==> config.mk <==
export PLATFORM = sky130hd
export DESIGN_NAME = reg_bus_master
export DESIGN_NICKNAME = d
export VERILOG_FILES = /design/src/rtl/reg_bus_pkg.sv /design/src/rtl/reg_bus_master_fifo.sv /design/src/rtl/reg_bus_master.sv
export SDC_FILE = /design/constraint.sdc
export NUM_CORES = 1
export LEC_CHECK = 0
export ABC_AREA = 1
export CAP_MARGIN = 20
export CELL_PAD_IN_SITES_DETAIL_PLACEMENT = 1
export CELL_PAD_IN_SITES_GLOBAL_PLACEMENT = 1
export CORE_MARGIN = 2
export CORE_UTILIZATION = 43
export CTS_CLUSTER_SIZE = 8
export DETAILED_ROUTE_END_ITERATION = 12
export GPL_TIMING_DRIVEN = 0
export PLACE_DENSITY = 0.78
export SETUP_SLACK_MARGIN = 0.15
export SLEW_MARGIN = 0
export SYNTH_ARGS = -nofsm -noshare
export SYNTH_HDL_FRONTEND = slang
export SYNTH_SLANG_ARGS = --single-unit
==> constraint.sdc <==
create_clock -name clk -period 2.65 [get_ports clk]
set_input_delay 0.53 -clock clk [delete_from_list [all_inputs] [get_ports clk]]
set_output_delay 0.53 -clock clk [all_outputs]
set_load 0.005 [all_outputs]
==> src/rtl/reg_bus_pkg.sv <==
// reg_bus_pkg
//   Shared types and default widths for the register bus master.
//   - bus_state_t : sequencer states (IDLE/ISSUE/RDATA/RESP)
//   - reg_req_t   : one queued register command {wr, addr, wdata}
//   - REG_BUS_ADDR_W / REG_BUS_DATA_W : default bank address/data widths
package reg_bus_pkg;

  localparam int REG_BUS_ADDR_W = 8;
  localparam int REG_BUS_DATA_W = 16;

  typedef enum logic [1:0] {
    IDLE  = 2'd0,
    ISSUE = 2'd1,
    RDATA = 2'd2,
    RESP  = 2'd3
  } bus_state_t;

  typedef struct packed {
    logic                      wr;
    logic [REG_BUS_ADDR_W-1:0] addr;
    logic [REG_BUS_DATA_W-1:0] wdata;
  } reg_req_t;

endpackage

==> src/rtl/reg_bus_master_fifo.sv <==
// reg_req_fifo
//   Synchronous request FIFO with registered storage.
//   Ports:
//     clk, rstn          : clock, async active-low reset (flushes pointers/count)
//     push, push_data    : write request; ignored while full (no bypass on pop)
//     pop                : remove head; ignored while empty
//     head               : current head entry
//     full, empty        : occupancy flags
//   DEPTH must be a power of two so the pointers wrap naturally.
module reg_req_fifo #(
  parameter int WIDTH = 25,
  parameter int DEPTH = 4
) (
  input  logic             clk,
  input  logic             rstn,
  input  logic             push,
  input  logic [WIDTH-1:0] push_data,
  input  logic             pop,
  output logic [WIDTH-1:0] head,
  output logic             full,
  output logic             empty
);

  localparam int PW = $clog2(DEPTH);
  localparam int CW = PW + 1;
  localparam logic [CW-1:0] FULL_CNT = CW'(DEPTH);

  logic [WIDTH-1:0] mem [DEPTH];
  logic [PW-1:0]    wr_ptr;
  logic [PW-1:0]    rd_ptr;
  logic [CW-1:0]    count;
  logic             do_push;
  logic             do_pop;

  assign full    = (count == FULL_CNT);
  assign empty   = (count == '0);
  assign do_push = push & ~full;
  assign do_pop  = pop & ~empty;
  assign head    = mem[rd_ptr];

  always_ff @(posedge clk or negedge rstn) begin
    if (!rstn) begin
      wr_ptr <= '0;
      rd_ptr <= '0;
      count  <= '0;
    end else begin
      if (do_push) wr_ptr <= wr_ptr + PW'(1);
      if (do_pop)  rd_ptr <= rd_ptr + PW'(1);
      case ({do_push, do_pop})
        2'b10:   count <= count + CW'(1);
        2'b01:   count <= count - CW'(1);
        default: count <= count;
      endcase
    end
  end

  always_ff @(posedge clk) begin
    if (do_push) mem[wr_ptr] <= push_data;
  end

endmodule

==> src/rtl/reg_bus_master.sv <==
// reg_bus_master
//   Queues host register commands and replays them one at a time onto the
//   register bank bus; read data returns on the response stream in order.
//   Ports:
//     clk, rstn                          : clock, async active-low reset
//     req_valid/req_ready/req_wr/
//       req_addr/req_wdata               : host command stream
//     rsp_valid/rsp_ready/rsp_rdata/
//       rsp_err                          : host response stream
//     bus_sel/bus_wr/bus_addr/bus_wdata  : register bank request (registered)
//     bus_rdata/bus_ready                : register bank return
//   Optional feature macro: REG_BUS_MASTER_TIMEOUT_EN
//     defined   -> ISSUE aborts after TIMEOUT_CYCLES stalled cycles with
//                  an error response (reads and writes)
//     undefined -> ISSUE waits indefinitely, rsp_err tied low
//
//   state | meaning
//   IDLE  | waiting for a queued command; loads FIFO head onto the bus
//   ISSUE | bus_sel high, waiting for bus_ready
//   RDATA | read accepted by bank; capture bus_rdata
//   RESP  | rsp_valid high until the host takes it
module reg_bus_master
  import reg_bus_pkg::*;
#(
  parameter int ADDR_WIDTH     = REG_BUS_ADDR_W,
  parameter int DATA_WIDTH     = REG_BUS_DATA_W,
  parameter int FIFO_DEPTH     = 4,
  parameter int TIMEOUT_CYCLES = 16
) (
  input  logic                  clk,
  input  logic                  rstn,
  input  logic                  req_valid,
  output logic                  req_ready,
  input  logic                  req_wr,
  input  logic [ADDR_WIDTH-1:0] req_addr,
  input  logic [DATA_WIDTH-1:0] req_wdata,
  output logic                  rsp_valid,
  input  logic                  rsp_ready,
  output logic [DATA_WIDTH-1:0] rsp_rdata,
  output logic                  rsp_err,
  output logic                  bus_sel,
  output logic                  bus_wr,
  output logic [ADDR_WIDTH-1:0] bus_addr,
  output logic [DATA_WIDTH-1:0] bus_wdata,
  input  logic [DATA_WIDTH-1:0] bus_rdata,
  input  logic                  bus_ready
);

  localparam int REQ_W = 1 + ADDR_WIDTH + DATA_WIDTH;

  if (FIFO_DEPTH < 2 || (FIFO_DEPTH & (FIFO_DEPTH - 1)) != 0 || TIMEOUT_CYCLES < 1)
  begin : g_param_check
    $error("reg_bus_master: FIFO_DEPTH must be a power of two >= 2, TIMEOUT_CYCLES >= 1");
  end

  bus_state_t            state;
  logic [REQ_W-1:0]      head;
  logic                  head_wr;
  logic [ADDR_WIDTH-1:0] head_addr;
  logic [DATA_WIDTH-1:0] head_wdata;
  logic                  fifo_full;
  logic                  fifo_empty;
  logic                  fifo_pop;
  logic                  tmo_hit;

  assign {head_wr, head_addr, head_wdata} = head;
  assign req_ready = ~fifo_full;
  // Head leaves the FIFO when the bank accepts it or the wait is abandoned.
  assign fifo_pop  = (state == ISSUE) & (bus_ready | tmo_hit);

  reg_req_fifo #(
    .WIDTH (REQ_W),
    .DEPTH (FIFO_DEPTH)
  ) u_fifo (
    .clk       (clk),
    .rstn      (rstn),
    .push      (req_valid),
    .push_data ({req_wr, req_addr, req_wdata}),
    .pop       (fifo_pop),
    .head      (head),
    .full      (fifo_full),
    .empty     (fifo_empty)
  );

`ifdef REG_BUS_MASTER_TIMEOUT_EN
  localparam int TW = $clog2(TIMEOUT_CYCLES) + 1;
  localparam logic [TW-1:0] TMO_LOAD = TW'(TIMEOUT_CYCLES - 1);

  // Remaining stall budget; reaching zero on a stalled cycle is the
  // TIMEOUT_CYCLES-th stall, unless bus_ready wins in that same cycle.
  logic [TW-1:0] tmo_cnt;
  logic          rsp_err_q;

  assign tmo_hit = (state == ISSUE) & ~bus_ready & (tmo_cnt == '0);
  assign rsp_err = rsp_err_q;
`else
  assign tmo_hit = 1'b0;
  assign rsp_err = 1'b0;
`endif

  always_ff @(posedge clk or negedge rstn) begin
    if (!rstn) begin
      state     <= IDLE;
      bus_sel   <= 1'b0;
      bus_wr    <= 1'b0;
      bus_addr  <= '0;
      bus_wdata <= '0;
      rsp_valid <= 1'b0;
      rsp_rdata <= '0;
`ifdef REG_BUS_MASTER_TIMEOUT_EN
      tmo_cnt   <= '0;
      rsp_err_q <= 1'b0;
`endif
    end else begin
      case (state)
        IDLE: begin
          if (!fifo_empty) begin
            bus_sel   <= 1'b1;
            bus_wr    <= head_wr;
            bus_addr  <= head_addr;
            bus_wdata <= head_wdata;
            state     <= ISSUE;
`ifdef REG_BUS_MASTER_TIMEOUT_EN
            tmo_cnt   <= TMO_LOAD;
`endif
          end
        end
        ISSUE: begin
          if (bus_ready) begin
            bus_sel   <= 1'b0;
            bus_wr    <= 1'b0;
            bus_addr  <= '0;
            bus_wdata <= '0;
            state     <= bus_wr ? IDLE : RDATA;
          end
`ifdef REG_BUS_MASTER_TIMEOUT_EN
          else if (tmo_hit) begin
            bus_sel   <= 1'b0;
            bus_wr    <= 1'b0;
            bus_addr  <= '0;
            bus_wdata <= '0;
            rsp_rdata <= '0;
            rsp_err_q <= 1'b1;
            rsp_valid <= 1'b1;
            state     <= RESP;
          end else begin
            tmo_cnt   <= tmo_cnt - TW'(1);
          end
`endif
        end
        RDATA: begin
          rsp_rdata <= bus_rdata;
          rsp_valid <= 1'b1;
`ifdef REG_BUS_MASTER_TIMEOUT_EN
          rsp_err_q <= 1'b0;
`endif
          state     <= RESP;
        end
        RESP: begin
          if (rsp_ready) begin
            rsp_valid <= 1'b0;
            state     <= IDLE;
          end
        end
        default: state <= IDLE;
      endcase
    end
  end

endmodule

==> results.txt, run 1 <==
- Largest net degree at the start of global routing: 30
- Dividing the final minimum period by the clock period gives 0.848.
- At the end of the flow the core is filled with cells to 0.558.
- The path class of the tightest hold or removal check is in -> async.
* Final hold violation count: 0
* Shortest period the worst path allows: 2.25 ns
- The routed layout has 4527 vias.
* Hold buffers post-CTS: 0
* Residual DRC: 0
* Core region area: 15000 um2
- Power density of the placed cells: 1180 nW/um2
* Worst skew pair latency: 0.43 ns
* Setup repair bufs after CTS: 0
- Peak supply drop: 0.600 mV
- Setup violations remaining at the end of the flow were counted as 0.
- Max cap viols: 0
- Maximum single-stage delay on the critical path: 0.46 ns
- Once detail routing completed, the nets flagged for antenna violations numbered 0.
- Of the total power, the share spent switching nets is 0.342.
- Synthesis handed over a netlist of 610 instances.
- Relative slew margins: 0.380
- Worst flop-to-flop path startpoint: u_fifo.count[0]$_DFFE_PN0P_
* CP Class: in -> reg
- Number of storage elements in the synthesis netlist: 152
- For the worst setup path, the data arrival time is 2.58 ns.
- Clk Tree Root Cell: clkbuf_16
- Summed over all nets, the half-perimeter wirelength after detailed placement is 10400 um.
- Worst Skew: 0.0204 ns
- Yosys printed 0 warnings.
- The count of pins over their slew limit came to 0.
* Chip width: 127 um
* Library cell contributing the largest single delay on the critical path: clkdlybuf4s50_1
- Site Rows: 45
- Required time of the worst setup path: 2.99 ns
- Final Net Count: 771
- After detailed routing, the total wire length is 16400 um.
* IO Pins: 91
- The worst register-to-register path has a setup slack of 0.42 ns.
- No sink is reached through more buffers than the 2 on the longest clock path.
- Highest clock rate: 0.445 GHz
* Buffers added on ports: 89
- Min Hold Slack: 0.0986 ns
- Leaving out fill and tap cells, the most frequent cell in the layout is nand2_1.
- Measured slew at the worst slew-check pin: 0.928 ns
* Count of cells along the worst register-to-register path: 9
- Once the clock tree was built, the resizer swapped 0 gates to a different size.
- Setup repair after global routing left no endpoint under its margin.
* Part of the total power dissipated in sequential elements: 0.356
- Die extent in y: 127 um
* # diodes: 0
- Synth top area cells: edfxtp_1, dfrtp_1, nand2_1
* Part of the total power dissipated in the clock network: 0.273
- The total overflow left after global routing is 0.
- The layout has 1588 filler cells.
- The worst setup path is launched from an input pin.
* Total number of clock tree sinks: 152
- The analysis attributes to cell leakage a power of 0.00388 uW.
- Dividing the detail-routed via count by the number of cells gives 4.92.
* Synth Net Count: 662
- The share of synthesized area in the top cell type comes to 0.459.
- Cell type with the largest total area after synthesis: edfxtp_1
- Antenna violations before repair: 0
- Of the synthesized area, sequential elements account for 0.658.
* Cell-internal power: 6520 uW
* Most frequent cells in the layout: nand2_1, inv_1, edfxtp_1
* Global Route Usage Sum: 0.215
- Dividing the detail-routed wire length by the instance count gives 17.8 um.
- In this run, placement finished with an instance count of 888.
- Wire length of the first global-routing pass: 26300 um
- Number of CTS-inserted buffers: 17
- The most numerous cell type found on the critical path is nand2_1.
- Averaged over all synthesized cells, the footprint is 10.7 um2.
- The number of different library cells used by synthesis comes to 29.
- The clock tree synthesis step divided the H-tree into 4 levels.
* Non-filler instance count after layout: 920
* Switching Power: 3390 uW
- First-pass detailed-route iteration total: 5
- Area growth from synthesis to layout: 28.2%
- CTS tree: built
- Kind of capture point of the worst setup path: flip-flop
- Traced cell by cell, the critical path runs through clkdlybuf4s50_1 > nand2_1 > nor2_2 > nand2_1 > inv_1 > ha_1 > inv_1 > fa_1 > or2_2 > nand2_1 > xor2_1.
* Effective utilization at floorplan: 0.435
- Clock-pin slew was measured on the worst setup and hold paths at 0.06 ns.
- In this run, the number of DRC markers left after iteration 0 of detailed routing was 292.
* Result of the run: finished, final reports clean
- Full die area: 16200 um2
* Routability congestion estimate: 0.748
* Share of cells above drive strength 1: 0.126
* Total standard cell area after synthesis: 6540 um2
- Biggest fanout along the worst timing path: 3
* Reg2Reg Capture Point: u_fifo.count[2]$_DFFE_PN0P_
* Vias in the first global route: 5060
- The share of total power dissipated in combinational logic is 0.371.
## synthesized netlist by cell type
library cell,count
inv_4,1
fa_1,1
inv_1,113
nor3_1,2
inv_2,3
nand2_4,2
xor2_1,3
edfxtp_1,100
mux2_2,7
nand2_1,188
nand2_2,1
or2_2,1
conb_1,1
nor2_2,2
ha_1,5
buf_2,14
buf_6,7
dfrtp_1,52
nor2_1,6
nand3b_4,1
buf_12,1
a21oi_1,4
nand2_8,1
nor2_8,1
nand3_1,77
buf_4,3
xnor2_1,1
mux2_4,9
o21ai_0,3
## area by class of cell
| type | count | area [um2] | area share |
|---|---|---|---|
| Buffer | 25 | 191 | 0.0228 |
| Clock buffer | 20 | 489 | 0.0584 |
| Clock inverter | 12 | 183 | 0.0218 |
| Inverter | 117 | 442 | 0.0527 |
| Multi-Input combinational cell | 316 | 1630 | 0.195 |
| Sequential cell | 152 | 4300 | 0.514 |
| Tap cell | 188 | 235 | 0.0281 |
| Timing Repair Buffer | 90 | 906 | 0.108 |
## per-layer routing
metal,up-vias,wire (um),global-route usage
li1,2141,-,-
met4,0,254,0.0840
met5,-,0,0
met3,20,1020,0.0461
met2,147,8850,0.388
met1,2219,6300,0.248
## power by group through the flow
stage | sequential, uW | clock, uW | combinational, uW
after floorplan | 3550 | 0 | 2110
after global placement | 3540 | 0 | 3430
after detailed placement | 3570 | 0 | 3640
after CTS | 3540 | 2750 | 3740
after global routing | 3600 | 2840 | 4080
final | 3530 | 2700 | 3670
## sequential cells by signal, summed over array words and instances, names as in the netlist, named ones only
register / count
state: 1
rsp_valid: 1
u_fifo.count: 3
bus_wdata: 16
rsp_rdata: 16
u_fifo.mem: 100
bus_wr: 1
u_fifo.wr_ptr: 2
bus_addr: 8
bus_sel: 1
u_fifo.rd_ptr: 2
## how the worst max path moves through the flow
stage / from / to / slack, ns / depth (start not counted)
after floorplan: u_fifo.count[0]$_DFFE_PN0P_ / u_fifo.mem[0][0]$_DFFE_PP_ / 0.51 / 4
after detailed placement: bus_ready / u_fifo.count[2]$_DFFE_PN0P_ / -0.05 / 11
after global routing: u_fifo.count[0]$_DFFE_PN0P_ / u_fifo.count[2]$_DFFE_PN0P_ / 0.26 / 9
after CTS: bus_ready / u_fifo.count[2]$_DFFE_PN0P_ / 0.40 / 11
after global placement: req_valid / u_fifo.mem[0][21]$_DFFE_PP_ / -0.93 / 3
final: bus_ready / u_fifo.count[2]$_DFFE_PN0P_ / 0.40 / 11
## cells by family (layout without fill, tap and decap cells)
family / after synthesis / after routing / synth area share
simple gates: 282 / 282 / 0.188
mux: 16 / 16 / 0.0327
xor+xnor: 4 / 4 / 0.00536
fa+ha+maj: 6 / 6 / 0.0126
flops: 152 / 152 / 0.658
buf+inv: 142 / 264 / 0.0968
compound gates: 7 / 7 / 0.00536
other cells: 1 / 1 / 0.000574
## through the flow
stage	instance area, um2	TNS, ns	setup slack, ns	power (uW)
floorplan	6540	0	0.510	5660
global placement	7660	-119.56	-0.931	6970
detailed placement	7710	-0.0504	-0.0504	7210
CTS	8380	0	0.401	10000
global route	8380	0	0.265	10500
finish	8380	0	0.403	9910
## worst max-delay path, delay by kind of cell
kind,cells,cell delay (ns)
AND/OR/NAND/NOR,5,0.70
XOR/XNOR,1,0.15
buffers and inverters,3,0.66
adder cells (fa/ha/maj),2,0.53
Power figures use the tool's default switching activity.
==> run 2, diff against run 1 <==
==> constraint.sdc (replaced) <==
create_clock -name clk -period 2.1 [get_ports clk]
set_input_delay 0.42 -clock clk [delete_from_list [all_inputs] [get_ports clk]]
set_output_delay 0.42 -clock clk [all_outputs]
set_load 0.005 [all_outputs]
==> results.txt, run 2 (synthesis gave the netlist of run 1 again) <==
- Result of the run: finished, final reports clean (unchanged).
- Peak supply drop: 0.760 mV (was 0.600 mV)
- The worst slack after detailed placement came to -0.490 ns (was -0.0504 ns).
* Placed cell count: 888 (unchanged)
- The number of global-route vias before repair was 5151 (was 5060).
- Post-Place Cell Area: 7710 um2 (unchanged)
- Largest registers: u_fifo.mem x100, bus_wdata x16, rsp_rdata x16 (unchanged).
* PnR worst setup slack: 0.142 ns (was 0.403 ns)
* Non-filler instance count after layout: 932 (was 920)
* Number of CTS-inserted buffers: 17 (unchanged)
* Non-Filler Cell Area, Final: 8510 um2 (was 8380 um2)
- The final hold violation count was 0 (unchanged).
* Cell-internal power: 8330 uW (was 6520 uW)
- Number of flip-flops in the largest register: 100 (unchanged)
- CP Class: reg -> reg (was in -> reg)
- Global route overflow: 0 (unchanged)
- The count of H-tree levels built during CTS came to 4 (unchanged).
* Core region area: 15000 um2 (unchanged)
- The number of filler instances in the final layout was 1595 (was 1588).
- Via-per-instance ratio: 4.96 (was 4.92)
- Most frequent cells in the layout: nand2_1, inv_1, edfxtp_1 (unchanged).
- The path depth of the worst reg2reg path was 10 (was 9).
- For the finished layout, the period the worst path requires is 1.96 ns.
- List of cells traversed by the critical path: buf_8 > nor2_4 > nand2_4 > inv_4 > ha_1 > inv_2 > fa_2 > or2_2 > nand2_1 > xor2_1 (was clkdlybuf4s50_1 > nand2_1 > nor2_2 > nand2_1 > inv_1 > ha_1 > inv_1 > fa_1 > or2_2 > nand2_1 > xor2_1).
- The total wire length after detailed routing was 17100 um (was 16400 um).
- Antenna violations before repair: 0 (unchanged)
* Clock transition at the registers of the reported paths: 0.06 ns (about the same)
- Global Route Usage Sum: 0.222 (was 0.215)
* First-pass detailed-route iteration total: 4 (was 5)
* Final Net Count: 783 (was 771)
- Worst skew pair latency: 0.44 ns (was 0.43 ns)
- The clock skew is 0.0216 ns (was 0.0204 ns).
- In the finished design, the share of the clock period the worst path needs comes to 0.933.
* Routability congestion estimate: 0.748 (unchanged)
- The growth of design area from synthesis to finish came to 30.2% (was 28.2%).
- The worst path buffer plus inverter count is 3 (unchanged).
- Kind of capture point of the worst setup path: flip-flop (unchanged)
- Kind of start point of the critical path: flip-flop (was input pin)
- The slowest cell on the critical path is dfrtp_1 (was clkdlybuf4s50_1).
- The share of power burned in combinational logic came to 0.381 (was 0.371).
- Part of the total power dissipated in the clock network: 0.269 (was 0.273)
- Measured slew at the worst slew-check pin: 0.881 ns (was 0.928 ns)
* DRT antenna net count: 0 (unchanged)
* Maximum single-stage delay on the critical path: 0.38 ns (was 0.46 ns)
* Maximum count of clock buffers along a single path: 2 (unchanged)
* Die extent in y: 127 um (unchanged)
- The TritonCTS sink count is 152 (unchanged).
- The die outline area came to 16200 um2 (unchanged).
- Max cap viols: 0 (unchanged)
- Largest net degree at the start of global routing: 30 (unchanged)
- The initial core utilization was 0.435 (unchanged).
- The switching power as a share of total power is 0.347 (was 0.342).
- Required time of the worst setup path: 2.44 ns (was 2.99 ns)
- # diodes: 0 (unchanged)
* Worst hold path type: reg -> reg (was in -> async)
- The wire length per cell after detailed routing came to 18.4 um (was 17.8 um).
- The final setup violation count came to 0 (unchanged).
- The leakage power is 0.00394 uW (was 0.00388 uW).
- Buffers added on ports: 89 (unchanged)
- DP Wirelength: 10400 um (unchanged)
* Worst hold path stage count: 2
- The number of DRC violations after detailed routing was 0 (unchanged).
- The power per standard cell area was 1500 nW/um2 (was 1180 nW/um2).
* CTS tree: built (unchanged)
* Highest clock rate: 0.511 GHz
* Chip width: 127 um (unchanged)
- The top-level I/O count came to 91 (unchanged).
* Source of the worst hold timing path: rsp_valid$_DFFE_PN0P_
- First-iteration detailed-routing DRC count: 296 (was 292)
* Part of the total power dissipated in sequential elements: 0.350 (was 0.356)
- Relative slew margins: 0.412 (was 0.380)
- The CTS root buffer was clkbuf_16 (unchanged).
- The most common cell after layout, fill and taps aside is nand2_1 (unchanged).
- Final number of max-transition violations: 0 (unchanged)
- The overall power of the completed layout came to 12700 uW (was 9910 uW).
- The row count is 45 (unchanged).
- The maximum fanout along the worst path came to 4 (was 3).
- The data arrival time of the critical path came to 2.30 ns (was 2.58 ns).
- The total number of vias is 4623 (was 4527).
- The global-route wire length before repair is 27100 um (was 26300 um).
* Unrepaired setup endpoints after global routing: yes (was no)
- The kind of cell adding the most delay to the critical path is simple AND/OR/NAND/NOR gates (unchanged).
- Share of cells above drive strength 1: 0.145 (was 0.126)
- Stages on the worst setup path: 10 (was 11)
* Register with the most flip-flops: u_fifo.mem (unchanged)
- The net switching power of the design is 4420 uW (was 3390 uW).
[run 2: cell types whose count changed in the layout (fill, tap and decap cells not counted), sizes merged]
cell and change:
dlymetal6s2s +1, nor2 +2, clkdlybuf4s50 -2, dlygate4sd2 +1
buf +9, dlygate4sd3 +1
[run 2: per-layer routing]
layer | wire length [um] | up-vias | track usage
li1 | - | 2167 | -
met3 | 635 | 23 | 0.0498
met4 | 314 | 0 | 0.0905
met1 | 6930 | 2314 | 0.257
met5 | 0 | - | 0
met2 | 9240 | 119 | 0.398
[run 2: metrics by stage]
step	setup TNS, ns	hold WS, ns	utilization
2_1_floorplan	-3.98	0.124	-
3_3_place_gp	-187.01	0.455	0.510
3_5_place_dp	-16.02	0.450	0.513
4_1_cts	0	0.495	0.563
5_1_grt	0	0.514	0.566
6_report	0	0.487	0.566
[run 2: worst min-delay path, delay by kind of cell (launching register included)]
kind | cells | cell delay [ns]
flip-flops | 1 | 0.34
AND/OR/NAND/NOR | 2 | 0.11
[run 2: what timing repair did]
action                     in CTS  in global routing
gates cloned                    2                  0
pin swaps                       5                  3
setup buffers                   5                  4
hold buffers                    1                  0
gates resized for setup         9                  5
hold endpoints to repair        3                  0
setup endpoints to repair      53                 63
[run 2: final timing paths]
kind | to | slack, ns
worst max-delay path | u_fifo.count[2]$_DFFE_PN0P_ | 0.14
worst min-delay path | rsp_valid$_DFFE_PN0P_ | 0.49
worst max register to register | u_fifo.count[2]$_DFFE_PN0P_ | 0.14
worst min register to register | rsp_valid$_DFFE_PN0P_ | 0.49
max in group asynchronous | u_fifo.wr_ptr[1]$_DFFE_PN0P_ | 0.99
min in group asynchronous | bus_wdata[8]$_DFFE_PN0P_ | 0.52
[run 2: cell type report]
class,instances,area (um2),share of cell area
Multi-Input combinational cell,318,1680,0.197
Tap cell,188,235,0.0276
Inverter,117,444,0.0522
Clock buffer,20,489,0.0575
Sequential cell,152,4300,0.506
Clock inverter,12,183,0.0215
Timing Repair Buffer,100,985,0.116
Buffer,25,195,0.0229
[run 2: power groups by stage]
stage | Sequential [uW] | Clock (uW) | Combinational, uW
after floorplan | 4480 | 0 | 2660
after global placement | 4460 | 0 | 4330
after detailed placement | 4510 | 0 | 4590
after CTS | 4460 | 3470 | 4860
after global routing | 4530 | 3590 | 5380
final | 4460 | 3430 | 4860
==> edit (flow settings as in run 2) <==
Re-encode `bus_state_t` (4 states) as one-hot, 4 bits wide.
--- a/src/rtl/reg_bus_pkg.sv
+++ b/src/rtl/reg_bus_pkg.sv
@@ -8,11 +8,11 @@
   localparam int REG_BUS_ADDR_W = 8;
   localparam int REG_BUS_DATA_W = 16;
 
-  typedef enum logic [1:0] {
-    IDLE  = 2'd0,
-    ISSUE = 2'd1,
-    RDATA = 2'd2,
-    RESP  = 2'd3
+  typedef enum logic [3:0] {
+    IDLE  = 4'b0001,
+    ISSUE = 4'b0010,
+    RDATA = 4'b0100,
+    RESP  = 4'b1000
   } bus_state_t;
 
   typedef struct packed {
Behaviour: same outputs for any inputs over 10 cycles, from zero or initial values and one cycle with rstn low; not proved beyond that.
==> edit against run 2 <==
Sequential cell count rose by 2. Non-clock buffer count decreased by 4. Synthesized area shrank 2.3%. Global-route usage about the same. Total power down 1.5%. Setup slack better by 0.043 ns. Count of clock-buffer cells in the layout unchanged. Wire length is 0.83% lower. Clock skew fell by 0.017 ns. Cell area fell by 3.1%. Critical path type unchanged.
==> edit: results (changes against run 2) <==
[timing]
layout_min_cycle_time_ns = 1.91  ; was 1.96 ns
fin_skew_ns = 0.00479  ; was 0.0216 ns
maxSlewHeadroom = 0.371  ; was 0.412

[cells_and_area]
drive_gt1_frac = 0.154  ; was 0.145
final_nets = 721  ; was 783
n_fill_cell = 1513  ; was 1595

[setup_path]
cp.arrival_ns = 2.23  ; was 2.30 ns
reg2reg_slack_ns = 0.19  ; was 0.14 ns
cpLargestDelayFamily = adder cells  ; was simple AND/OR/NAND/NOR gates
critical_path.max_stage_delay_ns = 0.44  ; was 0.38 ns
slowest_stage = fa_2  ; was dfrtp_1

[global_routing]
grt_max_degree = 39  ; was 30
grt_pass1_vias = 4929  ; was 5151
track_usage = 0.222  ; about the same
grt_pass1_wl_um = 26800  ; was 27100 µm
grt_antenna_before_repair = 0  ; unchanged

[power_and_ir_drop]
ir_worst_vdd_uv = 756  ; was 760 µV
p_sw_frac = 0.351  ; was 0.347
seqPwrFrac = 0.369  ; was 0.350

[logic_synthesis]
async_flop_share = 0.351  ; was 0.342
synth_area_leaders = edfxtp_1, dfrtp_1, nand2_1, o211ai_2, nor2_1  ; was edfxtp_1, dfrtp_1, nand2_1, inv_1, nand3_1
yosysSeqAreaShare = 0.682  ; was 0.658
ys_warn_count = 0  ; unchanged
synth_nets = 605  ; was 662
synthDistinctLibCells = 30  ; was 29
synthTopCellsByCount = nand2_1, edfxtp_1, nor2_1  ; was nand2_1, inv_1, edfxtp_1

[placement]
place_ws_ns = -0.425  ; was -0.490 ns
routabilityCongestion = 0.751  ; was 0.748
dpl_cell_area_um2 = 7550  ; was 7710 µm²
hpwl_um = 10500  ; was 10400 µm

[min_path]
hp-class = in2async  ; was reg2reg

[run_status]
status = complete, no violations  ; unchanged

[drt]
avgViaCountPerCell = 5.19  ; was 4.96
dr.first_iter.drc_count = 193  ; was 296

[edit: cell count changes after synthesis, moves of 15 or more]
| cell | change |
|---|---|
| o21ai_1 | +15 |
| nand2_1 | -58 |
| nor2_1 | +54 |
| o21ai_0 | +26 |
| inv_1 | -57 |
| nand3_1 | -46 |
| o211ai_2 | +25 |
[edit: through the flow]
stage          TNS (ns)  cells  utilization  hold slack, ns
6_report              0    865        0.568           0.465
5_1_grt               0    865        0.568           0.508
4_1_cts               0    862        0.564           0.474
3_5_place_dp     -35.86    827        0.520           0.387
3_3_place_gp    -209.99    826        0.517           0.455
2_1_floorplan    -14.22    553            -           0.124
[edit: power by group through the flow]
| stage | clock network (mW) | registers, mW | logic (mW) |
|---|---|---|---|
| after detailed placement | 0 | 4.68 | 4.59 |
| after global placement | 0 | 4.64 | 4.32 |
| after floorplan | 0 | 4.63 | 2.55 |
| after global routing | 3.32 | 4.72 | 5.29 |
| after CTS | 3.19 | 4.63 | 4.71 |
| final | 3.15 | 4.63 | 4.77 |
[edit: layer usage]
metal  up-vias  GRT usage  part of all wire
li1       2072          -                 -
met1      2272      0.274              0.43
met2       118      0.380              0.50
met3        24     0.0510             0.044
met4         0     0.0873             0.018
met5         -          0                 0
[edit: layout make-up]
class / instances / area (µm²) / area share
tap: 184 / 230 / 0.0279
multi-input combinational: 315 / 1720 / 0.209
buffer: 26 / 168 / 0.0203
sequential: 154 / 4360 / 0.528
timing repair buffer: 95 / 948 / 0.115
inverter: 60 / 229 / 0.0278
clock inverter: 11 / 151 / 0.0184
clock buffer: 20 / 447 / 0.0541
[edit: cell families (layout without fill, tap and decap cells)]
logic type	Yosys count	after routing	share of synthesized area
AOI/OAI and AO/OA	73	73	0.0870
and+or+nand+nor	230	232	0.151
buffers and inverters	86	212	0.0621
DFF	154	154	0.682
xor gates and xnor gates	3	3	0.00412
other	1	1	0.000587
adders and majority gates	6	6	0.0129
[edit: path summary, 6_finish.rpt]
path	endpoint	depth (start not counted)
max	u_fifo.count[1]$_DFFE_PN0P_	7
min	rsp_rdata[1]$_DFFE_PN0P_	2
max reg2reg	u_fifo.count[1]$_DFFE_PN0P_	7
min reg2reg	rsp_rdata[3]$_DFFE_PN0P_	2
max in group asynchronous	state[0]$_DFFE_PN1P_	3
min in group clk	rsp_rdata[3]$_DFFE_PN0P_	2
[edit: repair_timing]
item	CTS	global route
endpoints found under the setup margin	103	78
hold endpoints to repair	16	0
pin swaps	1	1
hold buffers	1	0
buffers inserted	3	1
resized for setup	4	10
cloned	0	2
